[config.mk]
export PLATFORM = sky130hd
export DESIGN_NAME = alu_seq
export DESIGN_NICKNAME = d
export VERILOG_FILES = /design/src/rtl/alu_seq.sv
export SDC_FILE = /design/constraint.sdc
export NUM_CORES = 1
export LEC_CHECK = 0
export CAP_MARGIN = 10
export CELL_PAD_IN_SITES_DETAIL_PLACEMENT = 1
export CELL_PAD_IN_SITES_GLOBAL_PLACEMENT = 1
export CORE_AREA = 2 2 85 87
export CTS_CLUSTER_DIAMETER = 50
export DETAILED_ROUTE_END_ITERATION = 8
export DIE_AREA = 0 0 87 89
export GPL_ROUTABILITY_DRIVEN = 0
export PLACE_DENSITY_LB_ADDON = 0.15
export RECOVER_POWER = 25
export SLEW_MARGIN = 25
export SYNTH_ARGS = -nofsm -noshare
export SYNTH_HDL_FRONTEND = slang
export SYNTH_SLANG_ARGS = --single-unit
export TNS_END_PERCENT = 20
[constraint.sdc]
create_clock -name clk -period 4.1 [get_ports clk]
set_input_delay 0.615 -clock clk [delete_from_list [all_inputs] [get_ports clk]]
set_output_delay 0.615 -clock clk [all_outputs]
set_load 0.03 [all_outputs]
[src/rtl/alu_seq.sv]
// Sequential ALU with valid/ready handshake: IDLE -> (BUSY) -> DONE -> IDLE.
// Define ALU_SEQ_MULDIV_EN to enable iterative MUL/DIV (one bit per cycle); otherwise opcodes 5/6 are illegal.
module alu_seq #(
  parameter int WIDTH = 8
) (
  input  logic             clk,
  input  logic             rst,
  input  logic             in_valid,
  output logic             in_ready,
  input  logic [4:0]       alu_op,
  input  logic [WIDTH-1:0] a_data,
  input  logic [WIDTH-1:0] b_data,
  input  logic             c_in,
  output logic             out_valid,
  input  logic             out_ready,
  output logic [WIDTH-1:0] ans,
  output logic [WIDTH-1:0] ans_hi,
  output logic             c_out,
  output logic             ac_out,
  output logic             ov_out,
  output logic             err
);
  localparam logic [4:0] OP_ADD  = 5'd0,  OP_ADDC = 5'd1,  OP_INC = 5'd2,  OP_DEC  = 5'd3,
                         OP_SUBB = 5'd4,  OP_MUL  = 5'd5,  OP_DIV = 5'd6,  OP_ANL  = 5'd8,
                         OP_ORL  = 5'd9,  OP_XRL  = 5'd10, OP_CLR = 5'd11, OP_CPL  = 5'd12,
                         OP_SWAP = 5'd13, OP_RL   = 5'd14, OP_RLC = 5'd15, OP_RR   = 5'd16,
                         OP_RRC  = 5'd17;
  localparam int HW = WIDTH / 2;

  typedef struct packed {
    logic [WIDTH-1:0] lo;
    logic [WIDTH-1:0] hi;
    logic             c;
    logic             ac;
    logic             ov;
    logic             err;
  } rsp_t;

`ifdef ALU_SEQ_MULDIV_EN
  typedef enum logic [1:0] {IDLE, BUSY, DONE} state_t;
`else
  typedef enum logic [1:0] {IDLE, DONE} state_t;
`endif

  state_t         state;
  rsp_t           rsp_q, rsp_1c;
  logic           cy;
  logic [WIDTH:0] ax, bx, add_s, sub_d;

  // Single-cycle datapath, evaluated on the accepted inputs.
  always_comb begin
    cy     = (alu_op == OP_ADDC) ? c_in : 1'b0;
    ax     = {1'b0, a_data};
    bx     = {1'b0, b_data};
    add_s  = ax + bx + {{WIDTH{1'b0}}, cy};
    sub_d  = ax - bx - {{WIDTH{1'b0}}, c_in};
    rsp_1c = '0;
    case (alu_op)
      OP_ADD, OP_ADDC: begin
        rsp_1c.lo = add_s[WIDTH-1:0];
        rsp_1c.c  = add_s[WIDTH];
        // carry into bit k recovered as a^b^sum at bit k
        rsp_1c.ac = ax[4] ^ bx[4] ^ add_s[4];
        rsp_1c.ov = ax[WIDTH-1] ^ bx[WIDTH-1] ^ add_s[WIDTH-1] ^ add_s[WIDTH];
      end
      OP_SUBB: begin
        rsp_1c.lo = sub_d[WIDTH-1:0];
        rsp_1c.c  = sub_d[WIDTH];
        rsp_1c.ac = ax[4] ^ bx[4] ^ sub_d[4];
        rsp_1c.ov = ax[WIDTH-1] ^ bx[WIDTH-1] ^ sub_d[WIDTH-1] ^ sub_d[WIDTH];
      end
      OP_INC:  rsp_1c.lo = a_data + 1'b1;
      OP_DEC:  rsp_1c.lo = a_data - 1'b1;
      OP_ANL:  rsp_1c.lo = a_data & b_data;
      OP_ORL:  rsp_1c.lo = a_data | b_data;
      OP_XRL:  rsp_1c.lo = a_data ^ b_data;
      OP_CLR:  rsp_1c.lo = '0;
      OP_CPL:  rsp_1c.lo = ~a_data;
      OP_SWAP: rsp_1c.lo = {a_data[HW-1:0], a_data[WIDTH-1:HW]};
      OP_RL:   rsp_1c.lo = {a_data[WIDTH-2:0], a_data[WIDTH-1]};
      OP_RR:   rsp_1c.lo = {a_data[0], a_data[WIDTH-1:1]};
      OP_RLC: begin
        rsp_1c.lo = {a_data[WIDTH-2:0], c_in};
        rsp_1c.c  = a_data[WIDTH-1];
      end
      OP_RRC: begin
        rsp_1c.lo = {c_in, a_data[WIDTH-1:1]};
        rsp_1c.c  = a_data[0];
      end
`ifdef ALU_SEQ_MULDIV_EN
      OP_MUL: rsp_1c = '0;
      OP_DIV: begin
        // only used for b=0; nonzero divisors go through BUSY
        rsp_1c.lo = '1;
        rsp_1c.hi = a_data;
        rsp_1c.ov = 1'b1;
      end
`endif
      default: rsp_1c.err = 1'b1;
    endcase
  end

`ifdef ALU_SEQ_MULDIV_EN
  localparam int CW = $clog2(WIDTH);

  logic [WIDTH-1:0] opnd, w_hi, w_lo, nhi, nlo, rdiff;
  logic [WIDTH:0]   msum, rsh;
  logic [CW-1:0]    cnt;
  logic             is_div, ge, iter_go;

  // MUL: shift-add, {w_hi,w_lo} shifts right. DIV: restoring, w_hi=remainder, w_lo=quotient.
  always_comb begin
    iter_go = (alu_op == OP_MUL) || ((alu_op == OP_DIV) && (b_data != '0));
    msum    = {1'b0, w_hi} + (w_lo[0] ? {1'b0, opnd} : '0);
    rsh     = {w_hi, w_lo[WIDTH-1]};
    ge      = rsh >= {1'b0, opnd};
    rdiff   = rsh[WIDTH-1:0] - opnd;
    if (is_div) begin
      nhi = ge ? rdiff : rsh[WIDTH-1:0];
      nlo = {w_lo[WIDTH-2:0], ge};
    end else begin
      nhi = msum[WIDTH:1];
      nlo = {msum[0], w_lo[WIDTH-1:1]};
    end
  end
`endif

  always_ff @(posedge clk) begin
    if (rst) begin
      state     <= IDLE;
      in_ready  <= 1'b0;
      out_valid <= 1'b0;
      rsp_q     <= '0;
`ifdef ALU_SEQ_MULDIV_EN
      opnd   <= '0;
      w_hi   <= '0;
      w_lo   <= '0;
      cnt    <= '0;
      is_div <= 1'b0;
`endif
    end else begin
      case (state)
        IDLE: begin
          if (in_valid && in_ready) begin
            in_ready <= 1'b0;
`ifdef ALU_SEQ_MULDIV_EN
            if (iter_go) begin
              state  <= BUSY;
              is_div <= (alu_op == OP_DIV);
              opnd   <= (alu_op == OP_DIV) ? b_data : a_data;
              w_lo   <= (alu_op == OP_DIV) ? a_data : b_data;
              w_hi   <= '0;
              cnt    <= '0;
            end else
`endif
            begin
              state     <= DONE;
              out_valid <= 1'b1;
              rsp_q     <= rsp_1c;
            end
          end else begin
            // in_ready lags reset release by one cycle
            in_ready <= 1'b1;
          end
        end
`ifdef ALU_SEQ_MULDIV_EN
        BUSY: begin
          w_hi <= nhi;
          w_lo <= nlo;
          cnt  <= cnt + 1'b1;
          if (cnt == CW'(WIDTH - 1)) begin
            state     <= DONE;
            out_valid <= 1'b1;
            rsp_q     <= '{lo: nlo, hi: nhi, c: 1'b0, ac: 1'b0,
                           ov: (!is_div && (nhi != '0)), err: 1'b0};
          end
        end
`endif
        DONE: begin
          if (out_ready) begin
            state     <= IDLE;
            out_valid <= 1'b0;
            in_ready  <= 1'b1;
          end
        end
        default: state <= IDLE;
      endcase
    end
  end

  assign ans    = rsp_q.lo;
  assign ans_hi = rsp_q.hi;
  assign c_out  = rsp_q.c;
  assign ac_out = rsp_q.ac;
  assign ov_out = rsp_q.ov;
  assign err    = rsp_q.err;
endmodule

* Yosys cells after proc, flatten, opt, wreduce, memory -nomap -nowiden
Cells that the tools add are included.
Cells by class: add/sub/neg operators 6, $mul 0, div/mod/pow operators 0, magnitude comparators 0, eq/ne operators 17, shift operators 0, muxes and demuxes 14, bitwise gates (word level) 12, reductions and logical operators 10
Operators by type and width (number):
- 8-bit one-hot mux with 13 select lines | 1
- 5-bit by 4-bit equality test with 1-bit output, second input constant | 8
- 15-bit OR reduction | 1
- 5-bit by 2-bit equality test with 1-bit output, second input constant | 2
- 5-bit equality test, second input constant | 2
- 8-bit by 8-bit adder with 9-bit output | 1
- 9-bit by 1-bit adder with 9-bit output | 1
- 8-bit by 8-bit subtractor with 9-bit output | 1
- 9-bit by 1-bit subtractor with 9-bit output | 1
- 8-bit by 1-bit adder with 8-bit output, second input constant | 1
- 8-bit AND | 1
- 8-bit inverter | 1
- 8-bit bitwise OR | 1
- 2-bit one-hot mux with 2 select lines | 2
- 8-bit by 1-bit subtractor with 8-bit output, second input constant | 1
- 1-bit XOR | 8
- 8-bit XOR | 1
- 1-bit two-way mux | 6
- 2-bit AND reduction | 3
- 5-bit by 1-bit equality test with 1-bit output, second input constant | 1
- 5-bit by 3-bit equality test with 1-bit output, second input constant | 1
- 5-bit zero test | 1
- 2-bit two-way mux | 2
- 2-bit != test, second input constant | 2
- other kinds (8) | 9
Word-level totals: register bits after elaboration 16, latch bits 0, bits in writable memories 0, ROM bits 0, bits of input ports 26, memories kept 0

* Longest topological paths before layout
Gate-level depths: netlist of the first run.
depth after elaboration 6, mapped depth 13, depth with buffers taken out 12

* Least setup slack after synthesis of the first run
Ideal clock, no wire load.
kind input port to flip-flop, start point input alu_op[3], end point register rsp_q, in the netlist ov_out, arrival time 3.175 ns, data required time 3.983 ns, slack 0.808 ns, stages 13, path buffers 1, cells stage by stage buf_2 > or2_1 > nor3_2 > nand3_1 > fa_1 > fa_1 > nor2b_1 > o211ai_1 > a31oi_1 > nor2_1 > xnor2_1 > o21ai_0 > a22o_1
Between the ends: word-level cells in the longest chain between the ends 6
Ends and longest elaborated chain:
- from (decl) | line 10 | input logic [4:0] alu_op,
- 5-bit by 1-bit equality test with 1-bit output | line 52, 58
- 1-bit two-way mux | line 52 | cy = (alu_op == OP_ADDC) ? c_in : 1'b0;
- 9-bit by 1-bit adder with 9-bit output | line 55 | add_s = ax + bx + {{WIDTH{1'b0}}, cy};
- 1-bit XOR (2 in series) | line 64 | rsp_1c.ov = ax[WIDTH-1] ^ bx[WIDTH-1] ^ add_s[WIDTH-1] ^ add_s[WIDTH];
- 2-bit one-hot mux with 2 select lines * | line 58 | case (alu_op)
- to (signal assigned) | line 159 | rsp_q <= rsp_1c;
- to (decl) | line 46 | rsp_t rsp_q, rsp_1c;
Every way passes the cells marked *; elsewhere a longest branch is shown, timed or not. A chain may end at the register's enable or synchronous reset.

* Worst setup path after layout of the first run
start point input alu_op[4], end point register rsp_q, in the netlist ans[6]
Between the ends: word-level cells in the longest chain between the ends 4
Ends and longest elaborated chain (line):
- 5-bit by 1-bit equality test with 1-bit output | 52, 58
- 1-bit two-way mux | 52
- 9-bit by 1-bit adder with 9-bit output | 55
- 8-bit one-hot mux with 13 select lines * | 58
Marked as above.

==> metrics.yaml, run 1 <==
status: "finished, final reports clean"
rsz0062_at_grt: "no"
endpoint_kind: "flip-flop"
post-dp-hpwl_um: 7266
drt_iter0_drc: 161
r2r_end: "ans[5]"
reg2reg_slack_ns: 1.94
drive_gt1_frac: 0.08333
crit_type: "input pin to flip-flop"
synth_top_family_by_area: "compound AO/OA/AOI/OAI gates"
die_w_um: 87
worstPathArrival_ns: 3.68
leakage_nw: 1.326
viasPerCell: 5.899
synth_warnings: 0
sw_frac_of_total: 0.4132
fill_cells: 846
clkTransAtPathRegs_ns: 0.06
maxCapViolations: 0
worst_pin_slew_ns: 0.7456
critPathLaunch: "alu_op[4]"
floorplan.initialDensity: 0.3849
skew_ns: 0.002304
layout.nets: 452
track_usage: 0.2301
power_frac_clock: 0.222
async_reset_ff_frac: 0
cts_sinks: 14
final_max_slew_viol_count: 0
wire_per_inst_um: 19.08
vdd_ir_drop_max_mv: 0.08947
fmaxAchievable_mhz: 282.7
fp.dieH_um: 89
synth_area_sq_mm: 0.002586
hold_viol_final: 0
power_density_mw_per_mm2: 203.3
setup_viol: 0
die_area_sq_mm: 0.007743
grt_start_max_net_pins: 19
synth_compound_area_frac: 0.3038
cts_hold_buf: 0
cts_tree: "yes"
crit_path_end: "ans[6]"
antenna_found_initial: 0
synth_edf_count: 0
cts-resized-gates: 0
reg2reg_from: "in_ready"
power_frac_comb: 0.554
dr.pass1.iters: 4
post_cts_buffers: 0
antennaDiodeCount: 0
ys_types: 65
root_buffer: "clkbuf_8"
worstPathRequired_ns: 4.24
grt_pass1_vias: 2675
drc: 0
h-tree-depth: 1
ios: 48
whs_ns: 0.4501
clockBufferDepth: 2
routed_wl_um: 8851
relSlewSlack: 0.5030
row_count: 30
intPower_w: 0.0003739
via_count: 2737
synthAdderAreaFrac: 0.2129
grt_first_pass_wirelength_um: 13860
ys_seq_elements: 14
core-area_sq_mm: 0.006719
worstHoldPathType: "flip-flop to flip-flop"
muxShareOfSynthArea: 0.004354
insertion_delay_ns: 0.25
io_buffers: 39
finalSetupTns_ns: 0
area_growth_pct: 21.19
mostFrequentLayoutCells: "ha_1 (36), clkdlybuf4s50_1 (33), inv_1 (29), nor2_1 (29), a21oi_1 (26)"
p_seq_frac: 0.224
fin_crit_ns: 3.537
synth-simple-area-share: 0.2003
synthesis.instances: 343
synth-xor-area-share: 0.07112
period_share: 0.8627
p_switching_w: 0.0002633
ys_seq_area_frac: 0.1084
final_core_util: 0.4665
layout_commonest_cell: "ha_1"
cp_max_fo: 11
rr_worst_depth: 6
numCtsBuffers: 3
grt.overflow.total: 0
worstSetupStartpointType: "input pin"
ant_nets: 0
syn_avg_cell_area_sq_um: 7.540
synth-main-ff-cell: "dfxtp_1"
-- layout make-up --
class,count,area (sq um),area share
Tap cell,80,100.1,0.03194
Sequential cell,14,280.3,0.08942
Timing Repair Buffer,55,510.5,0.1629
Inverter,29,108.9,0.03473
Multi-Input combinational cell,282,2079,0.6635
Clock buffer,4,55.05,0.01756
-- power by group through the flow --
stage	Combinational (W)	Sequential (W)	Clock, W
after detailed placement	0.000352	0.000146	0
after global placement	0.000344	0.000146	0
after CTS	0.000354	0.000143	0.000144
final	0.000353	0.000143	0.000142
after floorplan	0.000232	0.000154	0
after global routing	0.000389	0.000143	0.000152
-- metal layers --
layer  vias up  GRT usage  share of wire
met5         -          0              0
met4         0    0.04830          0.021
met3        17    0.02493          0.054
met2        98     0.3886           0.47
met1      1312     0.3174           0.46
li1       1310          -              -
-- cell usage after synthesis (all sizes together), types with 9 or more instances --
master / count / area share
dfxtp: 14 / 0.11
xnor2: 14 / 0.047
nand2: 25 / 0.036
o21ai: 19 / 0.037
nor3: 11 / 0.028
a21oi: 27 / 0.054
nand3: 9 / 0.017
buf: 15 / 0.041
inv: 29 / 0.042
nor2: 29 / 0.042
ha: 36 / 0.17
clkbuf: 10 / 0.015
-- state kept, by name (all words and copies together) (netlist names) --
| signal | flops |
|---|---|
| in_ready | 1 |
| err | 1 |
| c_out | 1 |
| ac_out | 1 |
| out_valid | 1 |
| ans | 8 |
| ov_out | 1 |
-- logic make-up after synthesis --
group,Yosys count
AO/OA/AOI/OAI,109
XOR/XNOR,21
adder cells (fa/ha/maj),41
buffers and inverters,54
flip-flops,14
multiplexers,1
other,1
AND/OR/NAND/NOR,102
-- stage by stage --
stage	cells	worst slack [ns]	instance area (sq um)	power, W
floorplan	350	0.8078	2613	0.0003858
global placement	460	0.3983	3079	0.0004899
detailed placement	460	0.3295	3079	0.0004983
CTS	464	0.5957	3134	0.0006415
global route	464	0.3666	3134	0.0006837
finish	464	0.5628	3134	0.0006372
-- worst min path at each step --
stage          depth (start not counted)  slack [ns]   start      to
2_1_floorplan                          2        0.58  ans[3]  ans[3]
3_3_place_gp                           2        0.44  ans[2]  ans[2]
3_5_place_dp                           2        0.45  ans[4]  ans[4]
4_1_cts                                2        0.46  ans[4]  ans[4]
5_1_grt                                2        0.48  ans[2]  ans[2]
6_report                               2        0.45  ans[4]  ans[4]
-- worst max-delay path: stages --
cell and delay [ns]:
clkdlybuf4s50_1 0.58, nand2b_1 0.26, nor2_1 0.15, and2_1 0.31, ha_1 0.33, a21o_1 0.19
a21oi_1 0.25, o21ai_0 0.17, xor2_1 0.21, a221oi_2 0.26, nor3_1 0.07, a221o_1 0.28
(Power assumes the default switching activity.)
==> run 2: changes to the inputs <==
Settings changed: SLEW_MARGIN 25 to 20.
==> results of run 2 <==
Final layout, timing and power as in run 1 (identical DEF).
